[config.mk]
export PLATFORM = sky130hd
export DESIGN_NAME = text_cursor_ctrl_flat
export DESIGN_NICKNAME = d
export VERILOG_FILES = /design/src/rtl/text_cursor_ctrl_if.sv /design/src/rtl/text_cursor_ctrl.sv /design/src/flat_wrapper.sv
export SDC_FILE = /design/constraint.sdc
export NUM_CORES = 1
export LEC_CHECK = 0
export ABC_CLOCK_PERIOD_IN_PS = 6100
export CAP_MARGIN = 20
export CORE_MARGIN = 2
export CORE_UTILIZATION = 61
export CTS_CLUSTER_DIAMETER = 150
export CTS_CLUSTER_SIZE = 25
export DETAILED_ROUTE_END_ITERATION = 6
export PLACE_DENSITY_LB_ADDON = 0.25
export SYNTH_ARGS = -nofsm -noshare
export SYNTH_HDL_FRONTEND = slang
export SYNTH_SLANG_ARGS = --single-unit
[constraint.sdc]
create_clock -name clk -period 6.1 [get_ports clk]
set_clock_uncertainty 0.2 [all_clocks]
set_input_delay 0.61 -clock clk [delete_from_list [all_inputs] [get_ports clk]]
set_output_delay 0.61 -clock clk [all_outputs]
set_load 0.05 [all_outputs]
[src/rtl/text_cursor_ctrl_if.sv]
// Keyboard-side handshake plus character-RAM write port of the text cursor
// controller, bundled as one interface.
//   master : keyboard/host side (drives ascii, ascii_valid, clear_req)
//   slave  : text_cursor_ctrl (drives ready/busy, RAM write port, cursor)
// Signals:
//   ascii[7:0], ascii_valid, ascii_ready  byte handshake
//   clear_req, busy                       screen clear request / in progress
//   ram_we, ram_addr[AW-1:0], ram_wdata   char RAM write port
//   cur_x[XW-1:0], cur_y[YW-1:0]          cursor position
//   cursor_on                             cursor blink phase
interface text_cursor_ctrl_if #(
    parameter int XW = 7,
    parameter int YW = 5,
    parameter int AW = 12
);
    logic [7:0]    ascii;
    logic          ascii_valid;
    logic          ascii_ready;
    logic          clear_req;
    logic          busy;
    logic          ram_we;
    logic [AW-1:0] ram_addr;
    logic [7:0]    ram_wdata;
    logic [XW-1:0] cur_x;
    logic [YW-1:0] cur_y;
    logic          cursor_on;

    modport master (
        output ascii, ascii_valid, clear_req,
        input  ascii_ready, busy, ram_we, ram_addr, ram_wdata,
               cur_x, cur_y, cursor_on
    );

    modport slave (
        input  ascii, ascii_valid, clear_req,
        output ascii_ready, busy, ram_we, ram_addr, ram_wdata,
               cur_x, cur_y, cursor_on
    );
endinterface

[src/rtl/text_cursor_ctrl.sv]
// Write sequencer for the character-tile RAM of the text display.
// Accepts ASCII bytes over a valid/ready handshake, tracks the cursor,
// handles CR / BS / wrap, runs a full-screen clear and a blink phase.
// Ports:
//   clk  pixel clock
//   rst  asynchronous active-high reset
//   bus  text_cursor_ctrl_if.slave (handshake, RAM write port, cursor)
//
// state | meaning
// ------+-------------------------------------------------------------
// IDLE  | accepting bytes, one RAM write per accepted printable/BS
// CLEAR | writing 0x20 to every cell, one per cycle; bytes held off
module text_cursor_ctrl #(
    parameter int COLS         = 80,
    parameter int ROWS         = 30,
    parameter int XW           = 7,
    parameter int YW           = 5,
    parameter int AW           = 12,
    parameter int BLINK_CYC    = 12500000,
    parameter int CLEAR_ON_RST = 1
) (
    input logic               clk,
    input logic               rst,
    text_cursor_ctrl_if.slave bus
);

    localparam int NCELL = COLS * ROWS;
    localparam int BW    = (BLINK_CYC > 1) ? $clog2(BLINK_CYC) : 1;

    typedef enum logic {IDLE, CLEAR} state_t;
    localparam state_t RST_STATE = (CLEAR_ON_RST != 0) ? CLEAR : IDLE;

    state_t        state;
    logic [AW-1:0] clr_cnt;
    logic [BW-1:0] blink_cnt;
    logic          accept;

    logic [XW-1:0] nxt_x;
    logic [YW-1:0] nxt_y;
    logic [XW-1:0] wr_x;
    logic [YW-1:0] wr_y;
    logic [7:0]    wr_data;
    logic          do_wr;
    logic          last_col;
    logic          last_row;

    assign bus.ascii_ready = (state == IDLE) && !bus.clear_req;
    assign bus.busy        = (state == CLEAR);
    assign accept          = bus.ascii_valid && bus.ascii_ready;

    function automatic logic [AW-1:0] cell_addr(input logic [XW-1:0] x,
                                                input logic [YW-1:0] y);
        return AW'(y) * AW'(COLS) + AW'(x);
    endfunction

    // Decode of the byte currently offered: where the cursor goes and
    // whether (and where) a cell gets written if the byte is accepted.
    always_comb begin
        nxt_x    = bus.cur_x;
        nxt_y    = bus.cur_y;
        wr_x     = bus.cur_x;
        wr_y     = bus.cur_y;
        wr_data  = bus.ascii;
        do_wr    = 1'b0;
        last_col = (bus.cur_x == XW'(COLS - 1));
        last_row = (bus.cur_y == YW'(ROWS - 1));
        if (bus.ascii >= 8'h20 && bus.ascii <= 8'h7E) begin
            do_wr = 1'b1;
            if (last_col) begin
                nxt_x = '0;
                nxt_y = last_row ? '0 : bus.cur_y + YW'(1);
            end else begin
                nxt_x = bus.cur_x + XW'(1);
            end
        end else if (bus.ascii == 8'h0D) begin
            nxt_x = '0;
            nxt_y = last_row ? '0 : bus.cur_y + YW'(1);
        end else if (bus.ascii == 8'h08) begin
            wr_data = 8'h20;
            if (bus.cur_x != '0) begin
                nxt_x = bus.cur_x - XW'(1);
                wr_x  = bus.cur_x - XW'(1);
                do_wr = 1'b1;
            end else if (bus.cur_y != '0) begin
                nxt_x = XW'(COLS - 1);
                nxt_y = bus.cur_y - YW'(1);
                wr_x  = XW'(COLS - 1);
                wr_y  = bus.cur_y - YW'(1);
                do_wr = 1'b1;
            end
        end
    end

    always_ff @(posedge clk or posedge rst) begin
        if (rst) begin
            state         <= RST_STATE;
            clr_cnt       <= '0;
            blink_cnt     <= '0;
            bus.cursor_on <= 1'b1;
            bus.ram_we    <= 1'b0;
            bus.ram_addr  <= '0;
            bus.ram_wdata <= '0;
            bus.cur_x     <= '0;
            bus.cur_y     <= '0;
        end else begin
            bus.ram_we <= 1'b0;

            // Typing restarts the blink so the cursor is visible while typing.
            if (accept) begin
                blink_cnt     <= '0;
                bus.cursor_on <= 1'b1;
            end else if (blink_cnt == BW'(BLINK_CYC - 1)) begin
                blink_cnt     <= '0;
                bus.cursor_on <= ~bus.cursor_on;
            end else begin
                blink_cnt <= blink_cnt + BW'(1);
            end

            case (state)
                IDLE: begin
                    if (bus.clear_req) begin
                        state   <= CLEAR;
                        clr_cnt <= '0;
                    end else if (accept) begin
                        bus.cur_x <= nxt_x;
                        bus.cur_y <= nxt_y;
                        if (do_wr) begin
                            bus.ram_we    <= 1'b1;
                            bus.ram_addr  <= cell_addr(wr_x, wr_y);
                            bus.ram_wdata <= wr_data;
                        end
                    end
                end
                CLEAR: begin
                    bus.ram_we    <= 1'b1;
                    bus.ram_addr  <= clr_cnt;
                    bus.ram_wdata <= 8'h20;
                    if (clr_cnt == AW'(NCELL - 1)) begin
                        clr_cnt   <= '0;
                        state     <= IDLE;
                        bus.cur_x <= '0;
                        bus.cur_y <= '0;
                    end else begin
                        clr_cnt <= clr_cnt + AW'(1);
                    end
                end
                default: state <= IDLE;
            endcase
        end
    end

endmodule

[src/flat_wrapper.sv]
// flat-port wrapper written by rule: the top's interface ports become plain ports
module text_cursor_ctrl_flat 
#(
    parameter int COLS         = 80,
    parameter int ROWS         = 30,
    parameter int XW           = 7,
    parameter int YW           = 5,
    parameter int AW           = 12,
    parameter int BLINK_CYC    = 12500000,
    parameter int CLEAR_ON_RST = 1
)
  (clk, rst, bus_ascii, bus_ascii_valid, bus_clear_req, bus_ascii_ready, bus_busy, bus_ram_we, bus_ram_addr, bus_ram_wdata, bus_cur_x, bus_cur_y, bus_cursor_on);
  text_cursor_ctrl_if #(.XW(XW), .YW(YW), .AW(AW)) bus_i ();
  input logic clk;
  input logic rst;
  input wire logic [$bits(bus_i.ascii)-1:0] bus_ascii;
  input wire logic [$bits(bus_i.ascii_valid)-1:0] bus_ascii_valid;
  input wire logic [$bits(bus_i.clear_req)-1:0] bus_clear_req;
  output wire logic [$bits(bus_i.ascii_ready)-1:0] bus_ascii_ready;
  output wire logic [$bits(bus_i.busy)-1:0] bus_busy;
  output wire logic [$bits(bus_i.ram_we)-1:0] bus_ram_we;
  output wire logic [$bits(bus_i.ram_addr)-1:0] bus_ram_addr;
  output wire logic [$bits(bus_i.ram_wdata)-1:0] bus_ram_wdata;
  output wire logic [$bits(bus_i.cur_x)-1:0] bus_cur_x;
  output wire logic [$bits(bus_i.cur_y)-1:0] bus_cur_y;
  output wire logic [$bits(bus_i.cursor_on)-1:0] bus_cursor_on;
  assign bus_i.ascii = bus_ascii;
  assign bus_i.ascii_valid = bus_ascii_valid;
  assign bus_i.clear_req = bus_clear_req;
  assign bus_ascii_ready = bus_i.ascii_ready;
  assign bus_busy = bus_i.busy;
  assign bus_ram_we = bus_i.ram_we;
  assign bus_ram_addr = bus_i.ram_addr;
  assign bus_ram_wdata = bus_i.ram_wdata;
  assign bus_cur_x = bus_i.cur_x;
  assign bus_cur_y = bus_i.cur_y;
  assign bus_cursor_on = bus_i.cursor_on;
  text_cursor_ctrl #(.COLS(COLS), .ROWS(ROWS), .XW(XW), .YW(YW), .AW(AW), .BLINK_CYC(BLINK_CYC), .CLEAR_ON_RST(CLEAR_ON_RST)) u_core (.clk(clk), .rst(rst), .bus(bus_i));
endmodule
==> summary.txt, run 1 <==
Layout
  – Post-Layout Cell Count: a little over 600
  – Post-layout util: 73.7%
  – Final net count: about 550
  – Synth-to-Final Area Change: 17.0%
  – # diodes: 0
  – Fill count: 506
  – Layout cells sized above 1: ~6.3%

Drt
  – Post-route ant nets: 0
  – Number of remaining DRC errors: 0
  – Iter 0 DRT Violations: between 150 and 200
  – Via Count: 3739
  – Post-DR vias/cell: roughly 6.0
  – Detailed Route WL: roughly 10000 um
  – Avg WL per Cell: about 17 um
  – First drt pass iteration count: 4

Logic synthesis
  – Number of synthesized register bits: between 70 and 80
  – Count leader, synth: dfrtp_1
  – Syn. warnings: 0
  – Yosys top cell area share: about two fifths
  – Synth cell types: between 60 and 70
  – Syn_area_per_cell: 8.97 um2
  – Leading area contributor after synthesis: dfrtp_1
  – Post-synth ARST share: 100%
  – Most used flip-flop cell after synthesis: dfrtp_1
  – Top cells by count, synth: dfrtp_1, nor2_1, nand2_1
  – Syn_nets: just over 500
  – Post-Syn Instances: approximately 480
  – Sequential area share after synthesis: 41.6%
  – Synthesized area: ~4300 um2
  – Synth top area cells: dfrtp_1, nor2_1, ha_1
  – Post-synth EDFFs: 0

Placement
  – Pre-CTS setup slack: roughly 1.4 ns
  – Placed insts: ~600
  – Placer Congestion: between 0.9 and 1
  – Hpwl dp: 7410 um
  – I/O Buffers: 47

Global route
  – GR met1 Demand/Resource: 38.5%
  – Most Used Layer, Global Route: met2
  – Largest net degree at the start of global routing: between 70 and 80
  – Grt ovf: 0
  – Initial antenna violation count: 0
  – Met3 Usage GRT: 5.00%
  – First-pass GRT wire length: between 15000 and 20000 um
  – GR Layer Usage met2: 46.8%
  – GR Util All Layers: around 29%
  – Vias in the first global route: around 3700

Clock network
  – CTS tree: built
  – H-tree depth: 3
  – Clk slew on worst S/H paths: roughly 0.08 ns
  – Clk_lat worst skew: about 0.36 ns
  – Clock sinks: 71
  – Clk root buf: clkbuf_8
  – CTS resizes: 0
  – CTS buffer count: 9
  – CTS Hold Bufs: 0
  – CTS max path bufs: 2
  – # Post-CTS Setup Buffers: 0

Worst setup path
  – Slowest-stage cell, CP: nor3_1
  – CP max stage delay: around 0.65 ns
  – Critical Path RT: around 6.2 ns
  – Worst setup SP type: input pin
  – Kind of end point of the critical path: flop
  – CP Data Arrival Time: 4.44 ns
  – Worst-path maximum fanout: 7
  – Crit Path Class: in -> reg
  – Critical path, cell by cell: clkdlybuf4s50_1 -> nor4b_4 -> nand3_1 -> nor3_1 -> nor2_1 -> a21oi_1 -> ha_1 -> ha_1 -> fa_1 -> xor2_1 -> o2111ai_1 -> xor2_1 -> o221ai_1

Pwr
  – Power Density: around 320 nW/um2
  – Net Sw Frac: ~38%
  – Peak VDD IR: approximately 0.29 mV
  – Combinational share of power: 29.3%
  – Net switching power of the design: just over 0.6 mW
  – Pint: 1.01 mW
  – Sequential power share: around 45%
  – Static leakage: roughly 2.1 nW
  – Clock power share: 25.8%

Floorplanning
  – Std cell rows: 30
  – Die H: a little under 90 um
  – I/O pins: 48
  – Initial Util: between 60% and 70%
  – Die Area: approximately 7700 um2
  – Total core area: approximately 6800 um2
  – Chip Width: 87.8 um

Timing
  – Count of final hold-check violations: 0
  – RSZ-0062 raised after global routing: false
  – Tcrit/Tclk final: 71.7%
  – Min Tclk post-route: approximately 4.4 ns
  – Setup TNS Final: 0 ns
  – Max-slew headroom: between 40% and 50%
  – Slew @ Worst Pin: 0.878 ns
  – Achievable Freq: between 200 and 250 MHz
  – Slew Viols, Final: 0
  – PnR worst setup slack: approximately 1.7 ns
  – Final setup violating endpoints: 0

Status
  – Status: finished clean

Job
  – Max_cap viols: 0

Hold path
  – Worst hold path type: reg -> reg
## worst paths after layout
check,slack [ns],start,to,cells past startpoint
min in group asynchronous,0.63,rst,u_core.bus.ram_wdata[2]$_DFFE_PP0P_,3
max in group asynchronous,4.50,rst,u_core.bus.cur_x[6]$_DFFE_PP0P_,3
worst min-delay path,0.31,u_core.bus.ram_wdata[6]$_DFFE_PP0P_,u_core.bus.ram_wdata[6]$_DFFE_PP0P_,2
worst max-delay path,1.73,bus_ascii[4],u_core.bus.ram_addr[10]$_DFFE_PP0P_,13
worst max register to register,1.85,u_core.bus.cur_x[0]$_DFFE_PP0P_,u_core.bus.ram_addr[10]$_DFFE_PP0P_,14
worst min register to register,0.31,u_core.bus.ram_wdata[6]$_DFFE_PP0P_,u_core.bus.ram_wdata[6]$_DFFE_PP0P_,2
## worst max-delay path, delay by kind of cell
kind,cells,cell delay (ns)
buf+inv,1,0.50
xor+xnor,2,0.48
simple gates,4,1.32
compound gates,3,0.62
fa+ha+maj,3,0.90
## state kept, by name, indices dropped and copies added (netlist names), 5 cells and up
| register | flops |
|---|---|
| u_core.bus.cur_y | 5 |
| u_core.bus.ram_addr | 12 |
| u_core.bus.cur_x | 7 |
| u_core.bus.ram_wdata | 8 |
| u_core.blink_cnt | 24 |
| u_core.clr_cnt | 12 |
## stage by stage
step                      hold slack, ns  instance area (um2)  total power [mW]
after floorplan                    0.255                 4280              1.04
final                              0.312                 5010              1.62
after CTS                          0.310                 5010              1.62
after global placement             0.278                 4790              1.18
after detailed placement           0.295                 4790              1.20
after global routing               0.344                 5010              1.71
## layout make-up
cell class | count | area [um2] | share of cell area [%]
repair buffers | 49 | 485 | 9.69
inverters | 17 | 63.8 | 1.27
well taps | 96 | 120 | 2.40
clock buffers | 9 | 124 | 2.47
multi-input cells | 370 | 2340 | 46.7
clock inverters | 7 | 95.1 | 1.90
flip-flops and latches | 71 | 1780 | 35.5
## power groups by stage
stage                     Clock [mW]  Sequential (mW)  Combinational [mW]
after global routing           0.441            0.744               0.520
after detailed placement           0            0.725               0.473
after global placement             0            0.723               0.459
final                          0.419            0.728               0.475
after CTS                      0.423            0.720               0.478
after floorplan                    0            0.816               0.225
## layout by cell type, fill, tap and decap left out, drive strengths merged, types with 8 or more instances in the layout
cell,n
a21oi,18
a31oi,8
and3,10
clkbuf,9
clkdlybuf4s50,47
dfrtp,69
ha,17
inv,18
nand2,51
nand3,34
nand4,8
nor2,59
nor3,11
o21ai,35
xnor2,10
xor2,22
## logic make-up after synthesis
| kind of cell | Yosys count | synth area share [%] |
|---|---|---|
| AOI/OAI and AO/OA | 106 | 16.8 |
| adders and majority gates | 19 | 5.91 |
| xor gates and xnor gates | 32 | 6.55 |
| DFF | 71 | 41.6 |
| buffers and inverters | 36 | 3.71 |
| muxes | 5 | 1.20 |
| and+or+nand+nor | 208 | 24.3 |
## metal layers
metal  wire length, um  share of wire [%]
met5                 0                  0
met4               180                1.7
met2              4990                 48
met3               550                5.3
met1              4670                 45
No activity file was read; power rests on OpenSTA's default activity.
==> run 2: changes to the inputs <==
Settings changed: ABC_CLOCK_PERIOD_IN_PS 6100 to 3800, CORE_UTILIZATION 61 to 51.
Clock period 6.1 ns to 3.8 ns, I/O delays scaled along.
==> summary.txt, run 2 (synthesis gave the netlist of run 1 again) <==
Status
  – Status: finished clean

Timing
  – Final setup violating endpoints: 0 (unchanged)
  – Max-slew headroom: 53.5% (+12 points)
  – Setup TNS Final: 0 ns (unchanged)
  – RSZ-0062 raised after global routing: false
  – Tcrit/Tclk final: between 90% and 100%
  – Min Tclk post-route: approximately 3.7 ns
  – Achievable Freq: between 200 and 300 MHz
  – Slew Viols, Final: 0 (unchanged)
  – Count of final hold-check violations: 0 (unchanged)
  – Slew @ Worst Pin: 0.698 ns (-0.180 ns)

Pwr
  – Pint: 1.59 mW (+58%)
  – Net switching power of the design: 1.01 mW (+64%)
  – Net Sw Frac: 38.9% (+0.96 points)
  – Clock power share: 24.7% (-1.1 points)
  – Static leakage: 2.19 nW (+6.6%)
  – Power Density: 495 nW/um2 (+53%)
  – Combinational share of power: 30.5% (+1.2 points)
  – Peak VDD IR: 0.345 mV (+20%)
  – Sequential power share: 44.8% (about the same)

Worst setup path
  – Crit Path Class: reg -> reg
  – CP Data Arrival Time: 3.66 ns (-0.78 ns)
  – Worst-path maximum fanout: 7 (unchanged)
  – Kind of end point of the critical path: flop
  – Worst setup SP type: flop
  – Critical Path RT: 3.80 ns (-2.36 ns)

Clock network
  – CTS tree: built
  – Clock sinks: 71 (unchanged)
  – # Post-CTS Setup Buffers: 0 (unchanged)
  – Clk slew on worst S/H paths: 0.08 ns (about the same)
  – H-tree depth: 3 (unchanged)
  – Clk_lat worst skew: 0.36 ns (about the same)
  – CTS max path bufs: 2 (unchanged)
  – CTS buffer count: 9 (unchanged)
  – Clk root buf: clkbuf_8

Floorplanning
  – Std cell rows: 33 (+10%)
  – Initial Util: 52.3% (-11 points)
  – I/O pins: 48 (unchanged)
  – Die Area: 9140 um2 (+19%)
  – Total core area: 8180 um2 (+20%)
  – Chip Width: 95.6 um (+8.9%)
  – Die H: 95.6 um (+8.9%)

Global route
  – First-pass GRT wire length: 17800 um (+3.2%)
  – Vias in the first global route: 3525 (-3.7%)
  – Initial antenna violation count: 0 (unchanged)
  – GR Util All Layers: 25.3% (-3.2 points)
  – Grt ovf: 0 (unchanged)
  – Largest net degree at the start of global routing: 49 (-32%)

Layout
  – Register Area: 1780 um2 (+0.21%)
  – Synth-to-Final Area Change: 22.7%
  – Most frequent cells in the layout: dfrtp_1, nor2_1, nand2_1, clkdlybuf4s50_1, nand3_1
  – Reg with most FFs: u_core.blink_cnt
  – Commonest non-fill, non-tap cell in the layout: dfrtp_1
  – # diodes: 0 (unchanged)
  – Final Instance Area: 5250 um2 (+4.8%)
  – Fill count: 685 (+35%)
  – Regs by FF count: u_core.blink_cnt: 24 flops, u_core.bus.ram_addr: 12 flops, u_core.clr_cnt: 12 flops
  – Multi-input logic area: 2370 um2 (+1.3%)
  – Final net count: 577 (+5.1%)
  – Max FFs per register: 24 (unchanged)
  – Layout cells sized above 1: 12.2% (+5.8 points)

Drt
  – Detailed Route WL: 11200 um (+7.6%)
  – Iter 0 DRT Violations: 226 (+18%)
  – Number of remaining DRC errors: 0 (unchanged)
  – Post-DR vias/cell: 5.93 (-1.8%)
  – Avg WL per Cell: 17.1 um (+1.6%)
  – First drt pass iteration count: 5 (+1)
  – Via Count: 3890 (+4.0%)
  – Post-route ant nets: 0 (unchanged)

Job
  – Max_cap viols: 0 (unchanged)

Placement
  – Placer Congestion: 0.915 (+1.1%)
  – Dpl cell area: 5020 um2 (+4.8%)
  – Hpwl dp: 8120 um (+9.6%)
  – I/O Buffers: 47 (unchanged)

Hold path
  – Worst hold path type: in -> async
## run 2: cell types whose count changed in the layout (fill, tap and decap cells not counted), moves of 2 or more
cell	delta
dfrtp_1	-3
nor3_4	+2
clkinv_2	-2
nor3_1	-2
dfrtp_2	+3
buf_4	+28
## run 2: final cells by class
type	count	share of cell area (%)
clock buffers	11	2.69
repair buffers	77	13.2
well taps	105	2.50
flip-flops and latches	71	34.0
clock inverters	5	1.22
inverters	17	1.22
multi-input cells	370	45.2
## run 2: path summary, 6_finish.rpt
| path | from | end | slack, ns | cells after the start |
|---|---|---|---|---|
| max | u_core.bus.cur_y[1]$_DFFE_PP0P_ | u_core.bus.ram_addr[10]$_DFFE_PP0P_ | 0.15 | 14 |
| min | rst | u_core.bus.ram_wdata[7]$_DFFE_PP0P_ | 0.19 | 3 |
| max reg2reg | u_core.bus.cur_y[1]$_DFFE_PP0P_ | u_core.bus.ram_addr[10]$_DFFE_PP0P_ | 0.15 | 14 |
| min reg2reg | u_core.blink_cnt[0]$_DFF_PP0_ | u_core.blink_cnt[0]$_DFF_PP0_ | 0.29 | 1 |
| max in group asynchronous | rst | u_core.bus.cur_x[0]$_DFFE_PP0P_ | 2.64 | 3 |
| min in group clk | u_core.blink_cnt[0]$_DFF_PP0_ | u_core.blink_cnt[0]$_DFF_PP0_ | 0.29 | 1 |
## run 2: what timing repair did
item	CTS	global route
setup endpoints to repair	0	2
hold buffers	0	0
resized for setup	0	6
## run 2: power groups by stage
stage	Combinational [mW]	Clock, mW	Sequential (mW)
3_5_place_dp	0.785	0	1.17
2_1_floorplan	0.361	0	1.31
5_1_grt	0.858	0.690	1.19
3_3_place_gp	0.765	0	1.16
4_1_cts	0.791	0.652	1.16
6_report	0.792	0.643	1.16
## run 2: per-layer routing
metal | part of all wire [%] | GRT usage, % | wire length (um)
met1 | 44 | 35.8 | 4950
met2 | 48 | 40.6 | 5360
met3 | 6.4 | 4.35 | 716
met4 | 1.5 | 6.19 | 166
met5 | 0 | 0 | 0
## run 2: through the flow
| step | instances | hold WS [ns] | power (mW) | util [%] | setup slack [ns] |
|---|---|---|---|---|---|
| floorplan | 477 | 0.255 | 1.67 | - | 0.00215 |
| global placement | 640 | 0.269 | 1.92 | 61.4 | 0.00997 |
| detailed placement | 640 | 0.282 | 1.95 | 61.4 | -0.148 |
| CTS | 656 | 0.195 | 2.60 | 63.9 | 0.116 |
| global route | 656 | 0.211 | 2.74 | 64.2 | 0.000659 |
| finish | 656 | 0.193 | 2.60 | 64.2 | 0.146 |
## run 2: critical path, stage by stage (launching register included)
cell,delay [ns]
dfrtp_2,0.47
inv_1,0.12
ha_1,0.19
nand2b_1,0.14
nor3_4,0.20
buf_4,0.18
nor2_1,0.05
mux2_2,0.28
ha_1,0.30
ha_1,0.23
fa_1,0.44
xor2_2,0.21
o2111ai_1,0.16
xor2_1,0.20
o221ai_1,0.13
